### config.mk
export PLATFORM = sky130hd
export DESIGN_NAME = dram_burst_reader
export DESIGN_NICKNAME = d
export VERILOG_FILES = /design/src/rtl/dram_burst_reader.sv
export SDC_FILE = /design/constraint.sdc
export NUM_CORES = 1
export LEC_CHECK = 0
export ABC_CLOCK_PERIOD_IN_PS = 2400
export CAP_MARGIN = 40
export CORE_MARGIN = 10
export CORE_UTILIZATION = 48
export CTS_CLUSTER_DIAMETER = 40
export CTS_CLUSTER_SIZE = 16
export DETAILED_ROUTE_END_ITERATION = 16
export GPL_ROUTABILITY_DRIVEN = 0
export HOLD_SLACK_MARGIN = 0.02
export PLACE_DENSITY = 0.84
export SLEW_MARGIN = 20
export SYNTH_ARGS = -nofsm -noshare
export SYNTH_HDL_FRONTEND = slang
export SYNTH_SLANG_ARGS = --single-unit
### constraint.sdc
create_clock -name clk -period 2.4 [get_ports clk]
set_input_delay 0.36 -clock clk [delete_from_list [all_inputs] [get_ports clk]]
set_output_delay 0.36 -clock clk [all_outputs]
set_load 0.02 [all_outputs]
### src/rtl/dram_burst_reader.sv
// Burst read engine: turns a (base, length) request into throttled dram reads and
// streams the returned bytes out through a small FIFO on a valid/ready interface.
module dram_burst_reader #(
  parameter int A_WIDTH    = 20,
  parameter int D_WIDTH    = 8,
  parameter int FIFO_DEPTH = 4
) (
  input  logic               clk,
  input  logic               rst,
  input  logic               start_i,
  input  logic [A_WIDTH-1:0] base_addr_i,
  input  logic [A_WIDTH:0]   length_i,
  output logic               busy_o,
  output logic               done_o,
  output logic               mem_ren_o,
  output logic [A_WIDTH-1:0] mem_raddr_o,
  input  logic [D_WIDTH-1:0] mem_rdata_i,
  output logic               out_valid_o,
  output logic [D_WIDTH-1:0] out_data_o,
  input  logic               out_ready_i,
  output logic [1:0]         state_o
);

  localparam int PTR_W = $clog2(FIFO_DEPTH);
  localparam int CNT_W = PTR_W + 1;
  localparam int OCC_W = CNT_W + 1;

  localparam logic [OCC_W-1:0]   DEPTH_OCC = OCC_W'(FIFO_DEPTH);
  localparam logic [CNT_W-1:0]   DEPTH_CNT = CNT_W'(FIFO_DEPTH);
  localparam logic [CNT_W-1:0]   ONE_CNT   = CNT_W'(1);
  localparam logic [A_WIDTH:0]   ONE_REQ   = (A_WIDTH+1)'(1);
  localparam logic [A_WIDTH-1:0] ONE_ADDR  = A_WIDTH'(1);

  typedef enum logic [1:0] {
    S_IDLE  = 2'd0,
    S_READ  = 2'd1,
    S_DRAIN = 2'd2
  } state_e;

  state_e             state_q;
  logic [A_WIDTH-1:0] addr_q;
  logic [A_WIDTH:0]   reqs_left_q;
  logic               inflight_q;
  logic               done_q;

  logic [D_WIDTH-1:0] fifo_q [FIFO_DEPTH];
  logic [PTR_W-1:0]   wr_ptr_q;
  logic [PTR_W-1:0]   rd_ptr_q;
  logic [CNT_W-1:0]   count_q;
  logic [CNT_W-1:0]   count_d;

  logic               pop;
  logic               push;
  logic               issue;
  logic               last_pop;
  logic [OCC_W-1:0]   occupancy;

  // Output stream: a byte moves when out_valid_o and out_ready_i are both high at a
  // rising edge; out_data_o holds the FIFO head and cannot change until it is taken.
  always_comb begin
    pop       = (count_q != '0) & out_ready_i;
    push      = inflight_q;
    occupancy = {1'b0, count_q} + {{CNT_W{1'b0}}, inflight_q};
    // A slot freed by this cycle's pop may be reserved by this cycle's request.
    issue     = (state_q == S_READ) && (reqs_left_q != '0) &&
                (occupancy < (DEPTH_OCC + {{CNT_W{1'b0}}, pop}));
    last_pop  = (state_q == S_DRAIN) && pop && !inflight_q && (count_q == ONE_CNT);
    count_d   = count_q + {{PTR_W{1'b0}}, push} - {{PTR_W{1'b0}}, pop};
  end

  always_ff @(posedge clk or posedge rst) begin
    if (rst) begin
      state_q     <= S_IDLE;
      addr_q      <= '0;
      reqs_left_q <= '0;
      inflight_q  <= 1'b0;
      done_q      <= 1'b0;
    end else begin
      done_q     <= 1'b0;
      inflight_q <= issue;
      case (state_q)
        S_IDLE: begin
          if (start_i) begin
            if (length_i == '0) begin
              done_q <= 1'b1;
            end else begin
              state_q     <= S_READ;
              addr_q      <= base_addr_i;
              reqs_left_q <= length_i;
            end
          end
        end
        S_READ: begin
          if (issue) begin
            addr_q      <= addr_q + ONE_ADDR;
            reqs_left_q <= reqs_left_q - ONE_REQ;
            if (reqs_left_q == ONE_REQ) begin
              state_q <= S_DRAIN;
            end
          end
        end
        S_DRAIN: begin
          if (last_pop) begin
            state_q <= S_IDLE;
            done_q  <= 1'b1;
          end
        end
        default: state_q <= S_IDLE;
      endcase
    end
  end

  always_ff @(posedge clk or posedge rst) begin
    if (rst) begin
      wr_ptr_q <= '0;
      rd_ptr_q <= '0;
      count_q  <= '0;
    end else begin
      if (push) begin
        wr_ptr_q <= wr_ptr_q + 1'b1;
      end
      if (pop) begin
        rd_ptr_q <= rd_ptr_q + 1'b1;
      end
      count_q <= count_d;
    end
  end

  // Storage needs no reset: nothing reads an entry before it has been written.
  always_ff @(posedge clk) begin
    if (push) begin
      fifo_q[wr_ptr_q] <= mem_rdata_i;
    end
  end

  assert property (@(posedge clk) disable iff (rst) push |-> (count_q < DEPTH_CNT));

  assign busy_o      = (state_q != S_IDLE);
  assign done_o      = done_q;
  assign mem_ren_o   = issue;
  assign mem_raddr_o = addr_q;
  assign out_valid_o = (count_q != '0);
  assign out_data_o  = (count_q != '0) ? fifo_q[rd_ptr_q] : '0;
  assign state_o     = state_q;

endmodule

==> results.json, run 1 <==
{
  "crit_top_cell": "or4_4",
  "worstMarginPinSlew_ns": 0.8997,
  "pwr-share-clk": 0.126,
  "layout-drive-gt1-share": 0.2390,
  "max_clock_freq_mhz": 406.4,
  "cts_root_buffer": "clkbuf_8",
  "holdBufCountCts": 0,
  "hold_class": "input pin to asynchronous set/reset pin",
  "grt_pass1_vias": 4483,
  "p_leak_nw": 2.618,
  "cts_max_level": 3,
  "startpoint": "reqs_left_q[0]$_DFFE_PP0P_",
  "dp_hpwl_mm": 10.21,
  "pwr-share-comb": 0.569,
  "rr_worst_depth": 8,
  "finalCriticalPeriod_ns": 2.461,
  "antenna_left": 0,
  "cts_tree": "yes",
  "grtUsageTotal": 0.1925,
  "die_height_um": 118.3,
  "max-vdd-ir-drop_mv": 0.8796,
  "power_mw": 8.493,
  "crit_path_start_kind": "flop",
  "clk-insertion-delay-late_ns": 0.36,
  "setup-tns-final_ns": -0.07277,
  "synth_cell_types": 62,
  "wire_per_inst_um": 19.99,
  "drc_errors": 0,
  "fin_nets": 677,
  "coreArea_mm2": 0.009328,
  "final_util": 0.7044,
  "status": "finished with violations",
  "overflow": 0,
  "numCtsBuffers": 9,
  "critPathSlowestCell": "or4b_4",
  "worstPathRequired_ns": 2.64,
  "synth_nets": 528,
  "final_cells": 744,
  "drt_iter0_drc": 496,
  "final.period_utilization": 1.025,
  "crit_path_end_kind": "flop",
  "clock_skew_ns": 0.009511,
  "via_per_inst": 6.222,
  "internal_power_mw": 4.949,
  "setup_viol": 3,
  "syn2layout_area_growth_pct": 41.61,
  "grt_max_degree": 42,
  "cp.arrival_ns": 2.70,
  "io-pin-count": 87,
  "port_buffers": 86,
  "slew_headroom": 0.3956,
  "cts_buffer_depth": 2,
  "drt-total-wl_mm": 14.87,
  "seq_power_share": 0.305,
  "fp.dieW_um": 118.3,
  "setup_ws_ns": -0.06081,
  "rr_startpoint": "reqs_left_q[0]$_DFFE_PP0P_",
  "critPathKind": "flop to flop",
  "rsz0062_at_grt": "true",
  "rows": 35,
  "clk_pin_slew_ns": 0.10,
  "antennaDiodeCount": 0,
  "ys_warn_count": 0,
  "drv_slew": 0,
  "antenna_found_initial": 0,
  "syn_area_mm2": 0.004639,
  "hold_viol_final": 0,
  "violations": "setup timing",
  "drv_cap": 0,
  "switchingPower_mw": 3.543,
  "cpPeakStageDelay_ns": 0.45,
  "design.die.area_mm2": 0.01400,
  "cp_max_fo": 2,
  "vias": 4629,
  "ys_ff_latch": 84,
  "synth-edff-count": 32,
  "synth_cells": 461,
  "synth-seq-area-share": 0.4876,
  "cts_sinks": 84,
  "synth_flop_cell": "dfrtp_1",
  "avgSynthCellArea_um2": 10.06,
  "initial_core_util": 0.4974,
  "first_pass_iters": 5,
  "grt_first_pass_wirelength_mm": 22.51,
  "switching_share": 0.4172,
  "power_density_mw_per_mm2": 1293,
  "dp.cells": 718,
  "synthArstFlopShare": 0.6190,
  "crit_path_cell_trace": "inv_2, ha_4, or4b_4, or2_4, or4_4, or4_4, o21ai_2, a21oi_2"
}
## power by group through the flow
| stage | combinational (mW) | clock (mW) | sequential (mW) |
|---|---|---|---|
| global route | 5.14 | 1.14 | 2.65 |
| finish | 4.83 | 1.07 | 2.59 |
| global placement | 4.06 | 0 | 2.52 |
| CTS | 4.22 | 1.07 | 2.55 |
| detailed placement | 4.24 | 0 | 2.57 |
| floorplan | 2.15 | 0 | 2.67 |
## repair_timing
item | in CTS | in global routing
pin swaps | 2 | 10
cloned | 0 | 1
setup endpoints to repair | 43 | 41
buffers inserted | 1 | 8
resized for setup | 18 | 23
## logic make-up (layout without fill, tap and decap cells)
kind of cell,Yosys count,after routing,share of synthesized area
AOI/OAI and AO/OA,149,149,0.1931
xor gates and xnor gates,5,5,0.009441
and+or+nand+nor,156,156,0.1850
buffers and inverters,43,197,0.04234
muxes,10,10,0.04315
DFF,84,84,0.4876
adders and majority gates,14,14,0.03938
## cell usage after synthesis, types with 11 or more instances
cell      instances  area [um2]
dfrtp_1          52        1301
clkbuf_1         16       60.06
nand2_1          45       168.9
a31oi_1          21       131.4
o22ai_1          11       68.82
a21oi_1          57       285.3
ha_1             13       162.7
and2_1           13       81.33
nor2_1           20       75.07
edfxtp_1         32       960.9
nand3_1          16       80.08
inv_1            15       56.30
o21ai_0          31       155.2
## flip-flops by register name, summed over array words and instances (netlist names)
register / count
done_o: 1
inflight_q: 1
mem_raddr_o: 20
state_o: 2
rd_ptr_q: 2
count_q: 3
fifo_q: 32
wr_ptr_q: 2
reqs_left_q: 21
## critical path, delay by kind of cell (launching register included)
kind	cells	cell delay, ns
compound gates	2	0.16
flops	1	0.41
buf+inv	1	0.09
fa+ha+maj	1	0.14
simple gates	4	1.54
## final cells by class
type,instances,area (um2)
tap,129,161.4
fill,611,2758
multi-input combinational,334,2303
clock buffer,9,123.9
inverter,16,60.06
timing repair buffer,165,1577
sequential,84,2262
clock inverter,7,82.58
## path summary, 6_finish.rpt
kind	slack, ns	to
max	-0.06	reqs_left_q[20]$_DFFE_PP0P_
min reg2reg	0.54	wr_ptr_q[0]$_DFFE_PP0P_
max in group asynchronous	1.47	state_o[1]$_DFFE_PP0P_
min	0.37	wr_ptr_q[0]$_DFFE_PP0P_
min in group clk	0.54	wr_ptr_q[0]$_DFFE_PP0P_
max reg2reg	-0.06	reqs_left_q[20]$_DFFE_PP0P_
## metrics by stage
step | worst slack [ns] | hold slack [ns] | cell area, um2
floorplan | -0.04132 | 0.4589 | 4653
global placement | -0.1585 | 0.5073 | 6142
detailed placement | -0.3003 | 0.5309 | 6142
CTS | -0.02970 | 0.3844 | 6355
global route | -0.1227 | 0.4073 | 6570
finish | -0.06081 | 0.3724 | 6570
## routing by layer
metal	routed length [um]	share of wire	vias up	GRT usage
met5	0	0	-	0
met4	368	0.025	0	0.06337
met3	1257	0.085	66	0.03950
met2	7395	0.50	302	0.3345
met1	5853	0.39	2230	0.2321
li1	-	-	2031	-
## cells in the final DEF (no fill, tap or decap), types with 7 or more instances in the layout
cell type / Yosys / routed
a21oi_1: 57 / 51
a21oi_2: 1 / 7
a31oi_1: 21 / 19
and2_1: 13 / 13
buf_12: 0 / 8
buf_4: 0 / 67
clkbuf_8: 0 / 9
clkdlybuf4s50_1: 0 / 76
dfrtp_1: 52 / 52
dlygate4sd2_1: 0 / 9
edfxtp_1: 32 / 32
ha_1: 13 / 10
inv_1: 15 / 11
mux4_2: 8 / 8
nand2_1: 45 / 45
nand3_1: 16 / 15
nor2_1: 20 / 18
nor3_1: 8 / 7
nor4_1: 8 / 7
o21ai_0: 31 / 31
o22ai_1: 11 / 11
(Power assumes the default switching activity.)
==> run 2, diff against run 1 <==
--- a/config.mk
+++ b/config.mk
@@ -8,13 +8,13 @@
 export ABC_CLOCK_PERIOD_IN_PS = 2400
 export CAP_MARGIN = 40
 export CORE_MARGIN = 10
-export CORE_UTILIZATION = 48
+export CORE_UTILIZATION = 40
 export CTS_CLUSTER_DIAMETER = 40
 export CTS_CLUSTER_SIZE = 16
 export DETAILED_ROUTE_END_ITERATION = 16
 export GPL_ROUTABILITY_DRIVEN = 0
 export HOLD_SLACK_MARGIN = 0.02
-export PLACE_DENSITY = 0.84
+export PLACE_DENSITY = 0.73
 export SLEW_MARGIN = 20
 export SYNTH_ARGS = -nofsm -noshare
 export SYNTH_HDL_FRONTEND = slang
==> run 2 against run 1 <==
The flow still finishes with violations (setup timing); sequential cell count unchanged; via count down 7.3%; sequential power about the same; register-to-register slack better by 0.06 ns; worst hold slack better by 0.0090 ns; total power down 4.0%; wire length down 6.7%; sequential share of layout area up 0.78 points; setup slack better by 0.060 ns; critical endpoint unchanged; largest power group unchanged.
==> results.json, run 2 (same netlist as run 1, synthesis figures left out) <==
{
  "syn2layout_area_growth_pct": 38.46,
  "die_height_um": 127.7,
  "rows": 39,
  "fp.dieW_um": 127.7,
  "cts_buffer_depth": 2,
  "wire_per_inst_um": 18.73,
  "dp_hpwl_mm": 10.29,
  "numCtsBuffers": 9,
  "largest-register": "fifo_q",
  "cts_tree": "yes",
  "grt_pass1_vias": 4392,
  "reg2reg_setup_slack_ns": -0.0005,
  "final.period_utilization": 1.000,
  "drv_slew": 0,
  "largest_reg_flops": 32,
  "final_common_cell": "clkdlybuf4s50_1",
  "coreArea_mm2": 0.01137,
  "layout-drive-gt1-share": 0.1990,
  "drv_cap": 0,
  "antenna_left": 0,
  "initial_core_util": 0.4081,
  "crit-reg2reg-capture": "reqs_left_q[20]$_DFFE_PP0P_",
  "clk_pin_slew_ns": 0.07,
  "p_leak_nw": 2.534,
  "status": "finished with violations",
  "fin_nets": 660,
  "slew_headroom": 0.5394,
  "overflow": 0,
  "power_density_mw_per_mm2": 1270,
  "placed_cell_area_mm2": 0.006060,
  "clock_skew_ns": 0.01197,
  "vias": 4291,
  "via_per_inst": 5.791,
  "io-pin-count": 87,
  "max-vdd-ir-drop_mv": 0.6476,
  "stdcell_area_mm2": 0.006424,
  "port_buffers": 86,
  "violations": "setup timing",
  "antennaDiodeCount": 0,
  "drc_errors": 0,
  "dp_slack_ns": -0.06905,
  "clk-insertion-delay-late_ns": 0.35,
  "power_mw": 8.155,
  "setup_ws_ns": -0.0005236,
  "rr_worst_depth": 8,
  "antenna_found_initial": 0,
  "cp_max_fo": 2,
  "crit_path_end_kind": "flop",
  "grtUsageTotal": 0.1698,
  "max_clock_freq_mhz": 416.6,
  "design.die.area_mm2": 0.01631,
  "drt-total-wl_mm": 13.88,
  "hold_class": "input pin to asynchronous set/reset pin",
  "rr_startpoint": "reqs_left_q[0]$_DFFE_PP0P_",
  "setup_viol": 1,
  "crit_path_start_kind": "flop",
  "cp.arrival_ns": 2.64,
  "worstPathRequired_ns": 2.64,
  "cts_sinks": 84,
  "grt_first_pass_wirelength_mm": 22.44,
  "first_pass_iters": 6,
  "grt_max_degree": 41,
  "finalCriticalPeriod_ns": 2.401,
  "drt_iter0_drc": 398,
  "critPathKind": "flop to flop",
  "mostFrequentLayoutCells": "clkdlybuf4s50_1, buf_4, a21oi_1",
  "cts_max_level": 3,
  "rsz0062_at_grt": "true",
  "worstMarginPinSlew_ns": 0.6856,
  "hold_viol_final": 0,
  "cts_root_buffer": "clkbuf_16"
}
## run 2: changes by cell type in the layout (fill, tap and decap cells not counted), moves of 3 or more
cell / previous run / this run
a21oi_1: 51 / 56
clkbuf_16: 1 / 9
clkbuf_8: 9 / 0
a21oi_2: 7 / 2
inv_6: 1 / 4
buf_12: 8 / 4
buf_4: 67 / 58
## run 2: area by class of cell
type                       instances  area (um2)
clock inverter                     7       57.56
sequential                        84        2262
timing repair buffer             148        1368
clock buffer                       9       225.2
multi-input combinational        334        2272
tap                              143       178.9
fill                             978        4946
inverter                          16       60.06
## run 2: power breakdown
part	internal [mW]	leakage [nW]	switching, mW
clock	0.720	0.137	0.625
sequential	2.07	0.895	0.531
combinational	2.01	1.50	2.20
total	4.80	2.53	3.36
## run 2: routing by layer
layer | global-route usage | part of all wire | up-vias
li1 | - | - | 1998
met1 | 0.2074 | 0.42 | 2105
met2 | 0.2841 | 0.50 | 168
met3 | 0.04384 | 0.065 | 20
met4 | 0.05960 | 0.016 | 0
met5 | 0 | 0 | -
## run 2: what timing repair did
item                                    in CTS  in global routing
resized for setup                           12                 14
endpoints found under the setup margin      13                 32
buffers inserted                             2                  1
hold endpoints to repair                     0                  0
hold buffers                                 0                  0
cloned                                       0                  0
pin swaps                                    3                  0
## run 2: critical path: stages, from the launching register on
cell and delay (ns):
dfrtp_1 0.39, inv_2 0.08, ha_4 0.13, or4b_4 0.46, or2_4 0.25, or4_4 0.42
or4_4 0.43, o21ai_2 0.08, a21oi_2 0.06
## run 2: stage by stage
| stage | hold WS, ns | utilization | cells | setup TNS (ns) |
|---|---|---|---|---|
| global placement | 0.5068 | 0.5330 | 722 | -0.2422 |
| detailed placement | 0.5414 | 0.5330 | 722 | -0.5046 |
| floorplan | 0.4589 | - | 461 | -0.04132 |
| finish | 0.3814 | 0.5650 | 741 | -0.0005236 |
| global route | 0.4286 | 0.5650 | 741 | -0.1477 |
| CTS | 0.3919 | 0.5578 | 740 | 0 |
## run 2: worst max-delay path by stage
stage	start	to	slack, ns	cells after the start
2_1_floorplan	reqs_left_q[0]$_DFFE_PP0P_	reqs_left_q[20]$_DFFE_PP0P_	-0.04	8
3_3_place_gp	reqs_left_q[11]$_DFFE_PP0P_	mem_ren_o	-0.04	6
3_5_place_dp	reqs_left_q[11]$_DFFE_PP0P_	mem_ren_o	-0.07	6
4_1_cts	reqs_left_q[0]$_DFFE_PP0P_	reqs_left_q[20]$_DFFE_PP0P_	0.0002	8
5_1_grt	reqs_left_q[11]$_DFFE_PP0P_	mem_ren_o	-0.07	6
6_report	reqs_left_q[0]$_DFFE_PP0P_	reqs_left_q[20]$_DFFE_PP0P_	-0.0005	8
